## src/rtl/cic_interpolator.sv

```systemverilog
// CIC interpolator: N combs clocked on input slots, zero-stuffing by R = 2**LOG2_R,
// then N integrators running every cycle once the first sample has been accepted.
module cic_interpolator #(
  parameter int DATA_WIDTH = 12,
  parameter int N          = 3,
  parameter int LOG2_R     = 2
) (
  input  logic                                   clk,
  input  logic                                   rst,
  input  logic [DATA_WIDTH-1:0]                  x,
  input  logic                                   in_valid,
  output logic                                   in_ready,
  output logic [DATA_WIDTH+(N-1)*LOG2_R-1:0]     y,
  output logic                                   out_valid,
  output logic                                   underrun
);

  localparam int OUT_WIDTH = DATA_WIDTH + (N - 1) * LOG2_R;

  typedef enum logic {IDLE, RUN} state_e;

  state_e                state_q;
  logic [LOG2_R-1:0]     phase_q;
  logic [DATA_WIDTH-1:0] x_last_q;
  logic [OUT_WIDTH-1:0]  u_q;

  logic                  last_phase;
  logic                  transfer;
  logic                  slot_underrun;
  logic                  slot;
  logic [DATA_WIDTH-1:0] comb_sel;
  logic [OUT_WIDTH-1:0]  comb_in;
  logic [OUT_WIDTH-1:0]  comb_out;
  logic [OUT_WIDTH-1:0]  integ_drive;

  assign last_phase    = (state_q == RUN) && (phase_q == {LOG2_R{1'b1}});
  assign in_ready      = (state_q == IDLE) || last_phase;
  assign transfer      = in_valid && in_ready;
  assign slot_underrun = last_phase && !in_valid;
  assign slot          = transfer || slot_underrun;
  assign out_valid     = (state_q == RUN);
  assign underrun      = slot_underrun;

  // A missed slot replays the last accepted sample so the comb history stays continuous.
  assign comb_sel = transfer ? x : x_last_q;
  assign comb_in  = OUT_WIDTH'($signed(comb_sel));

  for (genvar k = 0; k < N; k++) begin : g_comb
    logic [OUT_WIDTH-1:0] c_in;
    logic [OUT_WIDTH-1:0] c_out;
    logic [OUT_WIDTH-1:0] dly_q;

    if (k == 0) begin : g_head
      assign c_in = comb_in;
    end else begin : g_link
      assign c_in = g_comb[k-1].c_out;
    end

    assign c_out = c_in - dly_q;

    // NOTE: non-blocking so each stage samples its neighbour's pre-edge value.
    always_ff @(posedge clk or posedge rst) begin
      if (rst)       dly_q <= '0;
      else if (slot) dly_q <= c_in;
    end
  end

  assign comb_out = g_comb[N-1].c_out;

  always_ff @(posedge clk or posedge rst) begin
    if (rst) begin
      state_q  <= IDLE;
      phase_q  <= '0;
      x_last_q <= '0;
      u_q      <= '0;
    end else begin
      if (transfer) begin
        state_q  <= RUN;
        phase_q  <= '0;
        x_last_q <= x;
      end else if (state_q == RUN) begin
        phase_q  <= phase_q + LOG2_R'(1);
      end
      if (slot) u_q <= comb_out;
    end
  end

  // Zero-stuffing: the comb result is injected once per slot, zeros on the other R-1 cycles.
  assign integ_drive = ((state_q == RUN) && (phase_q == '0)) ? u_q : '0;

  for (genvar k = 0; k < N; k++) begin : g_int
    logic [OUT_WIDTH-1:0] i_in;
    logic [OUT_WIDTH-1:0] i_q;

    if (k == 0) begin : g_head
      assign i_in = integ_drive;
    end else begin : g_link
      assign i_in = g_int[k-1].i_q;
    end

    always_ff @(posedge clk or posedge rst) begin
      if (rst)                  i_q <= '0;
      else if (state_q == RUN)  i_q <= i_q + i_in;
    end
  end

  assign y = g_int[N-1].i_q;

endmodule

```

## config.mk

```make
export PLATFORM = sky130hd
export DESIGN_NAME = cic_interpolator
export DESIGN_NICKNAME = d
export VERILOG_FILES = /design/src/rtl/cic_interpolator.sv
export SDC_FILE = /design/constraint.sdc
export NUM_CORES = 1
export LEC_CHECK = 0
export ABC_AREA = 1
export CAP_MARGIN = 10
export CORE_MARGIN = 8
export CORE_UTILIZATION = 25
export CTS_BUF_LIST = sky130_fd_sc_hd__clkbuf_16
export DETAILED_ROUTE_END_ITERATION = 8
export HOLD_SLACK_MARGIN = 0.02
export SKIP_CTS_REPAIR_TIMING = 1
export SLEW_MARGIN = 20
export SYNTH_ARGS = -nofsm -noshare
export SYNTH_HDL_FRONTEND = slang
export SYNTH_SLANG_ARGS = --single-unit
export TNS_END_PERCENT = 10
```

## constraint.sdc

```tcl
create_clock -name clk -period 5.8 [get_ports clk]
set_input_delay 0.87 -clock clk [delete_from_list [all_inputs] [get_ports clk]]
set_output_delay 0.87 -clock clk [all_outputs]
set_load 0.005 [all_outputs]
```

After elaboration in Yosys (flattened, before gate mapping)
Cells that the tools add are included.
W data, S select, Z words.
{"block": "word_totals", "regBits": 123, "in_bits": 15, "output_inout_bits": 19, "word_cells": 32}
{"block": "classes", "n_addsub": 7, "n_eq_ne": 1, "muxes": 4, "bitwise_logic": 1, "n_reduce_logical": 9}
{"op": "$add A16 B16 Y16", "n": 3}
{"op": "$sub A16 B16 Y16", "n": 2}
{"op": "$mux W16", "n": 1}
{"op": "$sub A12 B12 Y13", "n": 1}
{"op": "$mux W12", "n": 1}
{"op": "$logic_and A1 B1 Y1", "n": 4}
{"op": "$mux W2", "n": 2}
{"op": "$add A2 B1 Y2 const B", "n": 1}
{"op": "$eq A2 B2 Y1 const B", "n": 1}
{"op": "$logic_not A2 Y1", "n": 1}
{"op": "$logic_or A1 B1 Y1", "n": 2}
{"op": "$reduce_bool A2 Y1", "n": 1}
{"op": "$logic_not A1 Y1", "n": 1}
{"op": "$not A1 Y1", "n": 1}

Logic depth before layout (Yosys ltp)
{"block": "depth", "depth_word": 8, "mapped_depth": 33, "mapped_depth_nobuf": 30}

Worst setup path before layout
Ideal clock, no wire load.
{"block": "synth_path", "path_type": "register -> register", "from": "register phase_q[0]", "to": "register u_q[15]", "setup_time_ns": 0.117, "t_arrival_ns": 4.799, "required_time_ns": 5.683, "slack_ns": 0.884, "path_stages_with_launch": 27, "path_buffers": 2, "period_less_slack_ns": 4.916, "path_cell_list": "dfrtp_1 ha_1 or2_1 buf_6 nand2_8 buf_4 o21ai_0 ha_1 fa_1 o21ai_0 xnor2_1 inv_1 ha_1 a21oi_1 o21bai_1 a21oi_1 o21ai_0 or2_2 and2_1 ha_1 nand2_1 nor4_1 nand2_1 nand2b_1 nand3_1 nand3_1 nand2_1"}
{"block": "synth_between", "elab_chain_cells": 8, "elab_cells_between_ends": 10, "cone_classes": "add/sub (3); eq/ne (1); mux (1); reduce/logical (5)"}
{"element": "start, declared", "line": "23", "rtl": "logic [LOG2_R-1:0] phase_q;"}
{"element": "start signal, assigned", "line": "82", "rtl": "phase_q <= phase_q + LOG2_R'(1);"}
{"element": "$eq A2 B2 Y1", "line": "36", "rtl": "assign last_phase = (state_q == RUN) && (phase_q == {LOG2_R{1'b1}});"}
{"element": "$logic_and A1 B1 Y1", "line": "36"}
{"element": "$logic_or A1 B1 Y1", "line": "37", "rtl": "assign in_ready = (state_q == IDLE) || last_phase;"}
{"element": "named net in_ready", "line": "12", "rtl": "output logic in_ready,"}
{"element": "$logic_and A1 B1 Y1", "line": "38", "rtl": "assign transfer = in_valid && in_ready;"}
{"element": "$mux W12"}
{"element": "$sub A12 B12 Y13", "line": "59", "rtl": "assign c_out = c_in - dly_q;"}
{"element": "named net g_comb[0].c_out[4]", "line": "50", "rtl": "logic [OUT_WIDTH-1:0] c_out;"}
{"element": "$sub A16 B16 Y16", "line": "59"}
{"element": "named net g_comb[1].c_out[9]", "line": "50"}
{"element": "$sub A16 B16 Y16", "line": "59"}
{"element": "end signal, assigned", "line": "84", "rtl": "if (slot) u_q <= comb_out;"}
{"element": "end, declared", "line": "25", "rtl": "logic [OUT_WIDTH-1:0] u_q;"}
The timed path passes the listed nets, and every way through them passes these cells.
A chain may end at the register's enable or synchronous reset.

Final worst setup path
{"block": "layout_path", "from": "input in_valid", "to": "register u_q[13]"}
{"block": "layout_between", "elab_chain_cells": 5, "elab_cells_between_ends": 8, "cone_classes": "add/sub (3); mux (1); reduce/logical (4)"}
{"element": "start, declared", "line": "11", "rtl": "input logic in_valid,"}
{"element": "$logic_and A1 B1 Y1", "line": "38"}
{"element": "$mux W12"}
{"element": "$sub A12 B12 Y13", "line": "59"}
{"element": "named net g_comb[0].c_out[4]", "line": "50"}
{"element": "$sub A16 B16 Y16", "line": "59"}
{"element": "named net g_comb[1].c_out[9]", "line": "50"}
{"element": "$sub A16 B16 Y16", "line": "59"}
The timed path passes the listed nets, and every way through them passes these cells.

==> results.md <==
- Outcome: completed
- Skew-Pair Late Insertion Delay: 0.42 ns
- Layout cells sized above 1: 6.320%
- Initial antenna violation count: 0
- Setup CP Type: input pin to register
- TritonCTS clock tree: done
- Total track usage: 10.40%
- Critical Path RT: 6.06 ns
- First-pass GRT wire length: 36270 um
- Avg WL per Cell: 11.99 um
- Slew HR: between 30% and 40%
- Syn_nets: approximately 1300
- Clk buf depth: 2
- Clk slew on worst S/H paths: ~0.060 ns
- Max Cap Viol: 0
- Pin count of the biggest net entering global routing: 81
- Drt total wl: roughly 20000 um
- Yosys cell types: 38
- RSZ-0062 raised after global routing: false
- Nets: 1345
- Vias in the first global route: 7797
- Detailed-route DRC error count: 0
- CP arrival: between 5 and 6 ns
- Yosys warnings: 0
- Multi-input logic area: about 5100 um^2
- Hold crit path type: register to register
- Crit path launch type: input pin
- Met1 GRT Util: 12.49%
- Fmax: 188.5 MHz
- GR met3 Demand/Resource: 2.362%
- Fin crit share: 91.46%
- Util after Layout: 29.58%
- Clk_skew: roughly 0.013 ns
- Final Critical Period: between 5 and 6 ns
- Total core area: 35220 um^2
- Synth Instances: 1191
- Sequential Area: 3003 um^2
- Initial DRT Pass Iterations: 5
- Total grt overflow: 0
- Clk sinks: 120
- Sequential share of the synthesized area: 33.93%
- # setup viols final: 0
- Routed Antenna Nets: 0
- Initial DRC Count: 404
- CTS Buf Count: 17
- Mapped cell area: 8851 um^2
- #FFs+latches synth: 120
- Area Growth Syn to Fin: 17.70%
- Via density: approximately 4.4
- Vias: around 7500
- GPL Wtd Cong: 0.8721
- DP HPWL: 15480 um
- Ant diodes: 0
- H-tree Lvls: 4
- Die span in y: 204.2 um
- Fillers: 3807
- CP max FO: 16
- Met2 Resource Use GR: a little under a fifth
- Clock root buffer: clkbuf_16
- Slew Limit Fails: 0
- Die footprint: 41680 um^2
- Avg Inst Size Synth: roughly 7.4 um^2
- Die width: 204.2 um
- CP endpoint kind: register
- Port Buffers: 33
- Row cnt: 69
- Worst slew pin tran: 0.9455 ns
- I/O pins: 34
- Initial Util: 25.13%
- GRT busiest layer: met2
- Hold Vio Cnt, Final: 0
synth_stat cells:
library cell,number,area share (%)
buf_6,4,0.51
dfrtp_1,120,34
xnor2_1,21,2.1
inv_2,2,0.085
o211ai_1,1,0.085
or2_1,1,0.071
buf_4,2,0.17
xor2_1,26,2.6
a21oi_1,69,3.9
inv_1,153,6.5
o21ai_0,97,5.5
o21ai_2,3,0.30
a31oi_1,13,0.92
nand2_1,306,13
buf_1,1,0.042
nand2b_1,1,0.071
mux2_2,10,1.3
nor4_1,1,0.071
a21boi_0,5,0.42
a21o_1,7,0.59
ha_1,87,12
o22ai_2,2,0.28
o31ai_1,3,0.25
a211oi_1,1,0.085
nor3_1,11,0.62
nand3_1,72,4.1
and2_1,4,0.28
o21bai_1,13,1.1
clkbuf_1,12,0.51
nand4_1,9,0.64
fa_1,6,1.4
or2_2,9,0.64
nand2_4,2,0.25
nor2_1,94,4.0
buf_2,6,0.34
nand3b_1,4,0.34
nand2_8,1,0.23
o21ai_1,12,0.68
metal layers:
metal	vias to the layer above	wire (um)
met2	87	9989
met3	15	627
met1	3452	9654
li1	3991	-
met5	-	0
met4	0	238
state kept, by name, summed over array words and instances, names as in the netlist:
name / cells
g_int.i_q: 32
g_comb.dly_q: 41
x_last_q: 12
u_q: 16
out_valid: 1
y: 16
phase_q: 2
layout by cell type (no fill, tap or decap), drive strengths merged, types with 17 or more instances in the layout:
master	n
clkbuf	17
xnor2	21
nor2	94
inv	157
xor2	26
nand2	309
ha	87
buf	19
clkdlybuf4s50	33
o21ai	112
dfrtp	120
nand3	72
a21oi	69
worst paths after layout:
kind                       cells after the start  slack, ns                      startpoint                               to
min                                            2       0.48  g_comb[2].dly_q[9]$_DFFE_PP0P_   g_comb[2].dly_q[9]$_DFFE_PP0P_
max                                           24       0.50                        in_valid              u_q[13]$_DFFE_PP0P_
max reg2reg                                   24       0.57          phase_q[0]$_DFFE_PP0P_              u_q[13]$_DFFE_PP0P_
min in group asynchronous                      2       0.95                             rst                 y[0]$_DFFE_PP0P_
max in group asynchronous                      3       3.78                             rst  g_comb[1].dly_q[11]$_DFFE_PP0P_
min reg2reg                                    2       0.48  g_comb[2].dly_q[9]$_DFFE_PP0P_   g_comb[2].dly_q[9]$_DFFE_PP0P_
cell families (layout without fill, tap and decap cells):
family                     Yosys count  after routing  synth area share [%]
and+or+nand+nor                    515            515                 24.24
AOI/OAI and AO/OA                  226            226                 14.11
buffers and inverters              180            239                 8.142
DFF                                120            120                 33.93
adders and majority gates           93             93                 13.66
xor gates and xnor gates            47             47                 4.651
muxes                               10             10                 1.272
through the flow:
stage                     cells  instance area, um^2  TNS (ns)  hold WS, ns  setup WS [ns]
after detailed placement   1679                 9764   -0.1056       0.4663       -0.04630
after CTS                  1711                10420         0       0.4826         0.3907
after global routing       1711                10420         0       0.5067        0.07306
after floorplan            1191                 8851         0       0.4489         0.8837
final                      1711                10420         0       0.4770         0.4951
after global placement     1679                 9764         0       0.4632        0.06707
cell type report:
| type | instances | share of cell area (%) |
|---|---|---|
| flip-flops and latches | 120 | 28.83 |
| inverters | 155 | 5.633 |
| repair buffers | 52 | 4.540 |
| well taps | 461 | 5.537 |
| clock buffers | 17 | 4.084 |
| multi-input cells | 891 | 49.22 |
| clock inverters | 15 | 2.162 |
critical path: stages:
cell	delay, ns
clkdlybuf4s50_1	0.59
nand2_8	0.14
nand2_1	0.09
o21ai_0	0.13
ha_1	0.28
fa_1	0.44
o21ai_1	0.28
xnor2_1	0.18
inv_1	0.06
ha_1	0.31
a21oi_1	0.18
o21bai_1	0.08
a21oi_1	0.19
o21ai_0	0.13
or2_2	0.30
and2_1	0.15
ha_1	0.33
nand2_1	0.15
nor2_1	0.08
a21boi_0	0.12
nor3_1	0.21
nand3_1	0.11
nand3_1	0.08
o21ai_0	0.09
Power is not shown: default switching activity piles up to over one toggle a cycle in this logic, so the estimate is an artifact.
